[config.mk]
export PLATFORM = sky130hd
export DESIGN_NAME = spart_baud_gen
export DESIGN_NICKNAME = d
export VERILOG_FILES = /design/src/rtl/spart_baud_gen.sv
export SDC_FILE = /design/constraint.sdc
export NUM_CORES = 1
export LEC_CHECK = 0
export CAP_MARGIN = 20
export CORE_UTILIZATION = 55
export CTS_CLUSTER_DIAMETER = 120
export DETAILED_ROUTE_END_ITERATION = 6
export PLACE_DENSITY = 0.75
export SLEW_MARGIN = 20
export SYNTH_ARGS = -nofsm -noshare
export SYNTH_HDL_FRONTEND = slang
export SYNTH_SLANG_ARGS = --single-unit
[constraint.sdc]
create_clock -name clk -period 3.33 [get_ports clk]
set_input_delay 0.666 -clock clk [delete_from_list [all_inputs] [get_ports clk]]
set_output_delay 0.666 -clock clk [all_outputs]
set_load 0.02 [all_outputs]
[src/rtl/spart_baud_gen.sv]
// -----------------------------------------------------------------------------
// spart_baud_gen
//
// Baud-rate generator for the mini SPART. A programmable divisor is written
// bytewise: the low byte is staged first, and writing the high byte commits
// both halves to the active divisor in a single cycle. The active divisor sets
// the period of rx_ben (a 16x-style oversampling enable). Every OVERSAMPLE-th
// rx_ben is accompanied by a tx_ben pulse.
//
// Ports:
//   clk       system clock, all state updates on the rising edge
//   rst       asynchronous active-high reset
//   enable    run enable; counters hold while low
//   data      bus write data byte
//   write     bus write strobe
//   sel_low   selects the divisor low byte (stage on write, readback)
//   sel_high  selects the divisor high byte (commit on write, readback)
//   dout      committed-divisor readback byte, 0 when no single select is set
//   rx_ben    one-cycle receive sample enable (registered)
//   tx_ben    one-cycle transmit bit enable (registered)
//   div_zero  high while the committed divisor is 0
// -----------------------------------------------------------------------------
module spart_baud_gen #(
    parameter int DIV_WIDTH   = 16,
    parameter int OVERSAMPLE  = 16,
    parameter int DEFAULT_DIV = 326
) (
    input  logic       clk,
    input  logic       rst,
    input  logic       enable,
    input  logic [7:0] data,
    input  logic       write,
    input  logic       sel_low,
    input  logic       sel_high,
    output logic [7:0] dout,
    output logic       rx_ben,
    output logic       tx_ben,
    output logic       div_zero
);

    localparam int HI_W = DIV_WIDTH - 8;
    localparam int OS_W = (OVERSAMPLE > 1) ? $clog2(OVERSAMPLE) : 1;

    localparam logic [DIV_WIDTH-1:0] DEF_DIV  = DIV_WIDTH'(DEFAULT_DIV);
    localparam logic [DIV_WIDTH-1:0] DEF_CNT  = DEF_DIV - 1'b1;
    localparam logic [7:0]           DEF_LOW  = DEF_DIV[7:0];
    localparam logic                 DEF_ZERO = (DEFAULT_DIV == 0);
    localparam logic [OS_W-1:0]      OS_LAST  = OS_W'(OVERSAMPLE - 1);

    logic [DIV_WIDTH-1:0] divisor_reg, divisor_next;
    logic [7:0]           low_stage_reg, low_stage_next;
    logic [DIV_WIDTH-1:0] rx_cnt_reg, rx_cnt_next;
    logic [OS_W-1:0]      os_cnt_reg, os_cnt_next;
    logic                 rx_ben_reg, rx_ben_next;
    logic                 tx_ben_reg, tx_ben_next;
    logic                 div_zero_reg, div_zero_next;

    logic                 write_low;
    logic                 commit;
    logic                 run;
    logic [DIV_WIDTH-1:0] new_div;

    // A write with both selects set matches neither decode and is dropped.
    assign write_low = write & sel_low & ~sel_high;
    assign commit    = write & sel_high & ~sel_low;
    assign new_div   = {data[HI_W-1:0], low_stage_reg};
    assign run       = enable & ~div_zero_reg;

    always_comb begin
        divisor_next   = divisor_reg;
        low_stage_next = low_stage_reg;
        rx_cnt_next    = rx_cnt_reg;
        os_cnt_next    = os_cnt_reg;
        div_zero_next  = div_zero_reg;
        // Pulses are single-cycle: they only go high on the terminal step.
        rx_ben_next    = 1'b0;
        tx_ben_next    = 1'b0;

        if (write_low) begin
            low_stage_next = data;
        end

        if (commit) begin
            // A commit restarts the period from scratch, regardless of
            // enable, so the first pulse lands exactly new_div edges later.
            divisor_next  = new_div;
            rx_cnt_next   = new_div - 1'b1;
            os_cnt_next   = '0;
            div_zero_next = (new_div == '0);
        end else if (run) begin
            if (rx_cnt_reg == '0) begin
                rx_cnt_next = divisor_reg - 1'b1;
                rx_ben_next = 1'b1;
                if (os_cnt_reg == OS_LAST) begin
                    os_cnt_next = '0;
                    tx_ben_next = 1'b1;
                end else begin
                    os_cnt_next = os_cnt_reg + 1'b1;
                end
            end else begin
                rx_cnt_next = rx_cnt_reg - 1'b1;
            end
        end
    end

    always_ff @(posedge clk or posedge rst) begin
        if (rst) begin
            divisor_reg   <= DEF_DIV;
            low_stage_reg <= DEF_LOW;
            rx_cnt_reg    <= DEF_CNT;
            os_cnt_reg    <= '0;
            rx_ben_reg    <= 1'b0;
            tx_ben_reg    <= 1'b0;
            div_zero_reg  <= DEF_ZERO;
        end else begin
            divisor_reg   <= divisor_next;
            low_stage_reg <= low_stage_next;
            rx_cnt_reg    <= rx_cnt_next;
            os_cnt_reg    <= os_cnt_next;
            rx_ben_reg    <= rx_ben_next;
            tx_ben_reg    <= tx_ben_next;
            div_zero_reg  <= div_zero_next;
        end
    end

    // Readback always reflects the committed divisor, never the staged byte.
    always_comb begin
        dout = 8'h00;
        if (sel_low && !sel_high) begin
            dout = divisor_reg[7:0];
        end else if (sel_high && !sel_low) begin
            dout = 8'(divisor_reg[DIV_WIDTH-1:8]);
        end
    end

    assign rx_ben   = rx_ben_reg;
    assign tx_ben   = tx_ben_reg;
    assign div_zero = div_zero_reg;

endmodule

======== Yosys cells after proc, flatten, opt, wreduce, memory -nomap -nowiden ========
Index checks and enable logic that the tools add are counted.
storage, ports and cells
  output and inout port bits .............. 11
  input bits .............................. 14
  logic and storage cells ................. 45
  register bits ........................... 47
cells by class
  bitwise operators ....................... 8
  eq/ne operators ......................... 1
  reductions and logical operators ........ 9
  mux-type cells .......................... 16
  $add $sub $neg .......................... 4
operator list
  kind                                                 number
  two-way mux 16 bit                                   3
  subtractor 16 x 1 -> 16 bit (second input constant)  3
  logical NOT 16 bit                                   2
  two-way mux 4 bit                                    4
  two-way mux 8 bit                                    2
  two-way mux 1 bit                                    7
  AND 1 bit                                            5
  adder 4 x 1 -> 4 bit (second input constant)         1
  equality test 4 bit (second input constant)          1
  nonzero test 2 bit                                   2
  inverter 1 bit                                       3
  logical AND 1 bit                                    2
  logical NOT 1 bit                                    2
  AND reduction 2 bit                                  1

======== Logic depth before layout (Yosys ltp) ========
  word-level depth ........................ 5
  mapped depth ............................ 12
  mapped depth without buffers ............ 11

======== Worst setup path after synthesis ========
No wires, ideal clock.
  path type ............................... input to register
  start point ............................. input port write
  end point ............................... register rx_cnt_reg[14]
  data required time ...................... 3.193 ns
  data arrival time ....................... 2.743 ns
  stages on the path ...................... 12
  path slack .............................. 0.449 ns
  library setup time ...................... 0.137 ns
  cell sequence ........................... and3b_1 -> buf_4 -> clkbuf_1 -> clkbuf_1 -> a211o_1 -> o21ai_0 -> ha_1 -> o311ai_1 -> nor3_1 -> nand3_1 -> xnor2_1 -> a21oi_1
between the ends
  longest elaborated chain between the ends .. 3
RTL lines
  item                                                      RTL line  text
  start, declared                                           32        input logic write,
  AND 1 bit * (2 in a row)                                  65        assign commit = write & sel_high & ~sel_low;
  two-way mux 16 bit or nonzero test 2 bit (tied branches)  -
  end signal, assigned                                      118       rx_cnt_reg <= rx_cnt_next;
  end, declared                                             52        logic [DIV_WIDTH-1:0] rx_cnt_reg, rx_cnt_next;
Every way passes the cells marked *; elsewhere a longest branch is shown, timed or not.
A chain may end at the register's enable or synchronous reset.

======== Worst setup path in the final report ========
  start point ............................. input port sel_low
  end point ............................... output port dout[5]
between the ends
  longest elaborated chain between the ends .. 4
RTL lines
  item                 RTL line  text
  start, declared      33        input logic sel_low,
  logical NOT 1 bit    131       end else if (sel_high && !sel_low) begin
  logical AND 1 bit    131
  two-way mux 8 bit    131
  two-way mux 8 bit *  129       if (sel_low && !sel_high) begin
  end, declared        35        output logic [7:0] dout,
Marks and branches as above.

==> key figures <==
Floorplanning
  – Io pins: 25
  – Core Area: 4755 sq um
  – Die area: 5280 sq um
  – Die width: 72.67 microns
  – DIE HEIGHT: 72.67 microns
  – Initial Util: 57.76%
  – Rows: 25

Timing
  – Slew @ Worst Pin: 0.7971 ns
  – RSZ-0062 raised after global routing: no
  – Final setup TNS: 0 ns
  – Hold_ws: 0.4834 ns
  – Max Freq: 331.9 MHz
  – Slew Limit Fails: 0
  – Worst Skew: 0.008758 ns
  – # setup viols final: 0
  – Fin crit share: 90.48%
  – Min cycle time layout: 3.013 ns
  – Final hold viol count: 0
  – Slew HR: 46.80%

Place
  – DP HPWL: 5.046 mm
  – Placed inst area: 3103 sq um
  – Port bufs: 24
  – Routability-driven placement congestion ratio: 0.9549

Global route
  – Gr usage total: 27.99%
  – Antenna violations before repair: 0
  – Largest net degree at the start of global routing: 48
  – GR Overflow Total: 0
  – First-pass GRT wire length: 11.10 mm
  – Number of global-route vias before repair: 2176

CTS
  – CTS root buf: clkbuf_8
  – H-tree Lvls: 2
  – CTS tree: yes
  – Clk sinks: 47
  – Clock-pin slew on the worst setup and hold paths: 0.08 ns
  – Post_cts resized: 0
  – Clk buf depth: 2
  – Setup repair bufs after CTS: 0
  – Hold buffer count at CTS: 0
  – Clk_lat worst skew: 0.30 ns
  – CTS Buf Count: 5

Finish
  – Most frequent cells in the layout: nand2_1, dfrtp_1, nor2_1, clkdlybuf4s50_1, a21oi_1
  – Combined area of the multi-input logic cells: 1461 sq um
  – FF+latch area: 1190 sq um
  – Diode count: 0
  – Fillers: 408
  – Layout cells sized above 1: 18.01%
  – Nets: 337
  – P&R area growth vs syn: 15.95%
  – Most common cell after layout, fill and taps aside: nand2_1
  – Design Area, Final: 3184 sq um

Logic synthesis
  – Synth unique cells: 55
  – Synth area leaders: dfrtp_1, dfstp_2, nand2_1
  – Synth warnings: 0
  – Top-area cell type share of the netlist area: 32.80%
  – Post-synth EDFFs: 0
  – Seq/Total Area, Yosys: 43.33%
  – Cell accounting for the most synthesized area: dfrtp_1
  – Synth Instances: 289
  – Number of synthesized register bits: 47
  – Dominant synthesized flop cell: dfrtp_1
  – Syn_area_per_cell: 9.503 sq um
  – Post-Syn Area: 2746 sq um
  – Mapped Nets: 305
  – Post-synth ARST share: 100.0%

Job
  – MaxCap Viol Count: 0

Worst setup path
  – Worst Setup Path Type: in2out
  – Slowest CP cell: clkdlybuf4s50_1
  – Cell mode on critical path: clkdlybuf4s50_1
  – Worst setup EP type: output port
  – Crit path max fanout: 9
  – Data required, critical path: 2.66 ns
  – Slowest cell delay on critical path: 0.60 ns
  – Arrival @ worst endpoint: 2.35 ns
  – Crit-path cells: clkdlybuf4s50_1, nor2b_1, buf_4, a22o_1, clkdlybuf4s50_1
  – Crit path launch type: input pin

Route
  – Detail Route Antenna Nets: 0
  – DRT Wirelength: 6.765 mm
  – Initial DRC count: 218
  – Remaining routing DRC violations: 0
  – Routed WL per cell: 17.39 microns
  – First-pass DRT Iterations: 5
  – Vias/cell: 6.010
  – Vias: 2338

Pwr
  – Static Leakage: 1.366 nW
  – PwrDens: 538.0 nW/um^2
  – Worst ir drop on vdd: 0.0002945 V

Worst hold path
  – HP Class: reg2reg

Status
  – Status: finished, final reports clean
## final cells by class
type / instances / area share [%]
Inverter: 4 / 0.5108
Tap cell: 67 / 2.633
Sequential cell: 47 / 37.37
Clock buffer: 8 / 2.515
Timing Repair Buffer: 39 / 11.08
Multi-Input combinational cell: 224 / 45.89
## cell usage after synthesis, drive strengths merged, types with 3 or more instances
| master | number |
|---|---|
| nor2 | 33 |
| a22o | 8 |
| o211ai | 3 |
| nor2b | 3 |
| nand2 | 54 |
| clkbuf | 8 |
| nor4 | 7 |
| dfstp | 11 |
| o21ai | 12 |
| inv | 4 |
| mux2i | 7 |
| mux2 | 12 |
| a21oi | 22 |
| a211oi | 3 |
| nor3 | 4 |
| or3 | 4 |
| xnor2 | 6 |
| buf | 6 |
| xor2 | 7 |
| o31ai | 6 |
| nand4 | 3 |
| dfrtp | 36 |
## stage by stage
step | util [%] | power [W] | instances | setup WS [ns]
global placement | 65.26 | 0.001368 | 381 | 0.2171
global route | 66.97 | 0.001802 | 389 | 0.2015
floorplan | - | 0.001204 | 289 | 0.4494
CTS | 66.95 | 0.001711 | 389 | 0.3076
detailed placement | 65.26 | 0.001379 | 381 | 0.1195
finish | 66.97 | 0.001713 | 389 | 0.3171
## final timing paths
kind | start | end | slack, ns | cells past startpoint
setup / recovery | sel_low | dout[5] | 0.32 | 5
hold / removal | low_stage_reg[1]$_DFFE_PP1P_ | divisor_reg[1]$_DFFE_PP1P_ | 0.48 | 2
max in group asynchronous | rst | rx_cnt_reg[14]$_DFFE_PP0P_ | 2.04 | 2
setup reg to reg | rx_cnt_reg[11]$_DFFE_PP0P_ | rx_cnt_reg[12]$_DFFE_PP0P_ | 0.68 | 13
hold reg to reg | low_stage_reg[1]$_DFFE_PP1P_ | divisor_reg[1]$_DFFE_PP1P_ | 0.48 | 2
min in group asynchronous | rst | low_stage_reg[4]$_DFFE_PP0P_ | 0.81 | 2
## power breakdown
part / switching (W) / leakage (nW) / internal (W) / total, W
registers: 0.000156 / 0.553 / 0.000721 / 0.000877
logic: 0.000262 / 0.774 / 0.000242 / 0.000504
clock network: 0.000183 / 0.0395 / 0.000150 / 0.000332
total: 0.000601 / 1.37 / 0.00111 / 0.00171
## critical path, delay by kind of cell
family          cells  cell delay, ns
buf+inv             3            1.32
simple gates        1            0.19
compound gates      1            0.17
## per-layer routing
layer	part of all wire, %	global-route usage, %
met5	0	0
met4	1.9	9.150
met3	6.5	5.110
met2	47	44.86
met1	45	38.48
## cells by family (layout without fill, tap and decap cells)
family	Yosys count	after routing	synth area share, %
and+or+nand+nor	121	121	23.05
AOI/OAI and AO/OA	69	69	17.63
DFF	47	47	43.33
muxes	19	19	7.472
buffers and inverters	18	51	3.462
xor gates and xnor gates	13	13	4.146
adders and majority gates	2	2	0.9110
No activity file was read; power rests on OpenSTA's default activity.
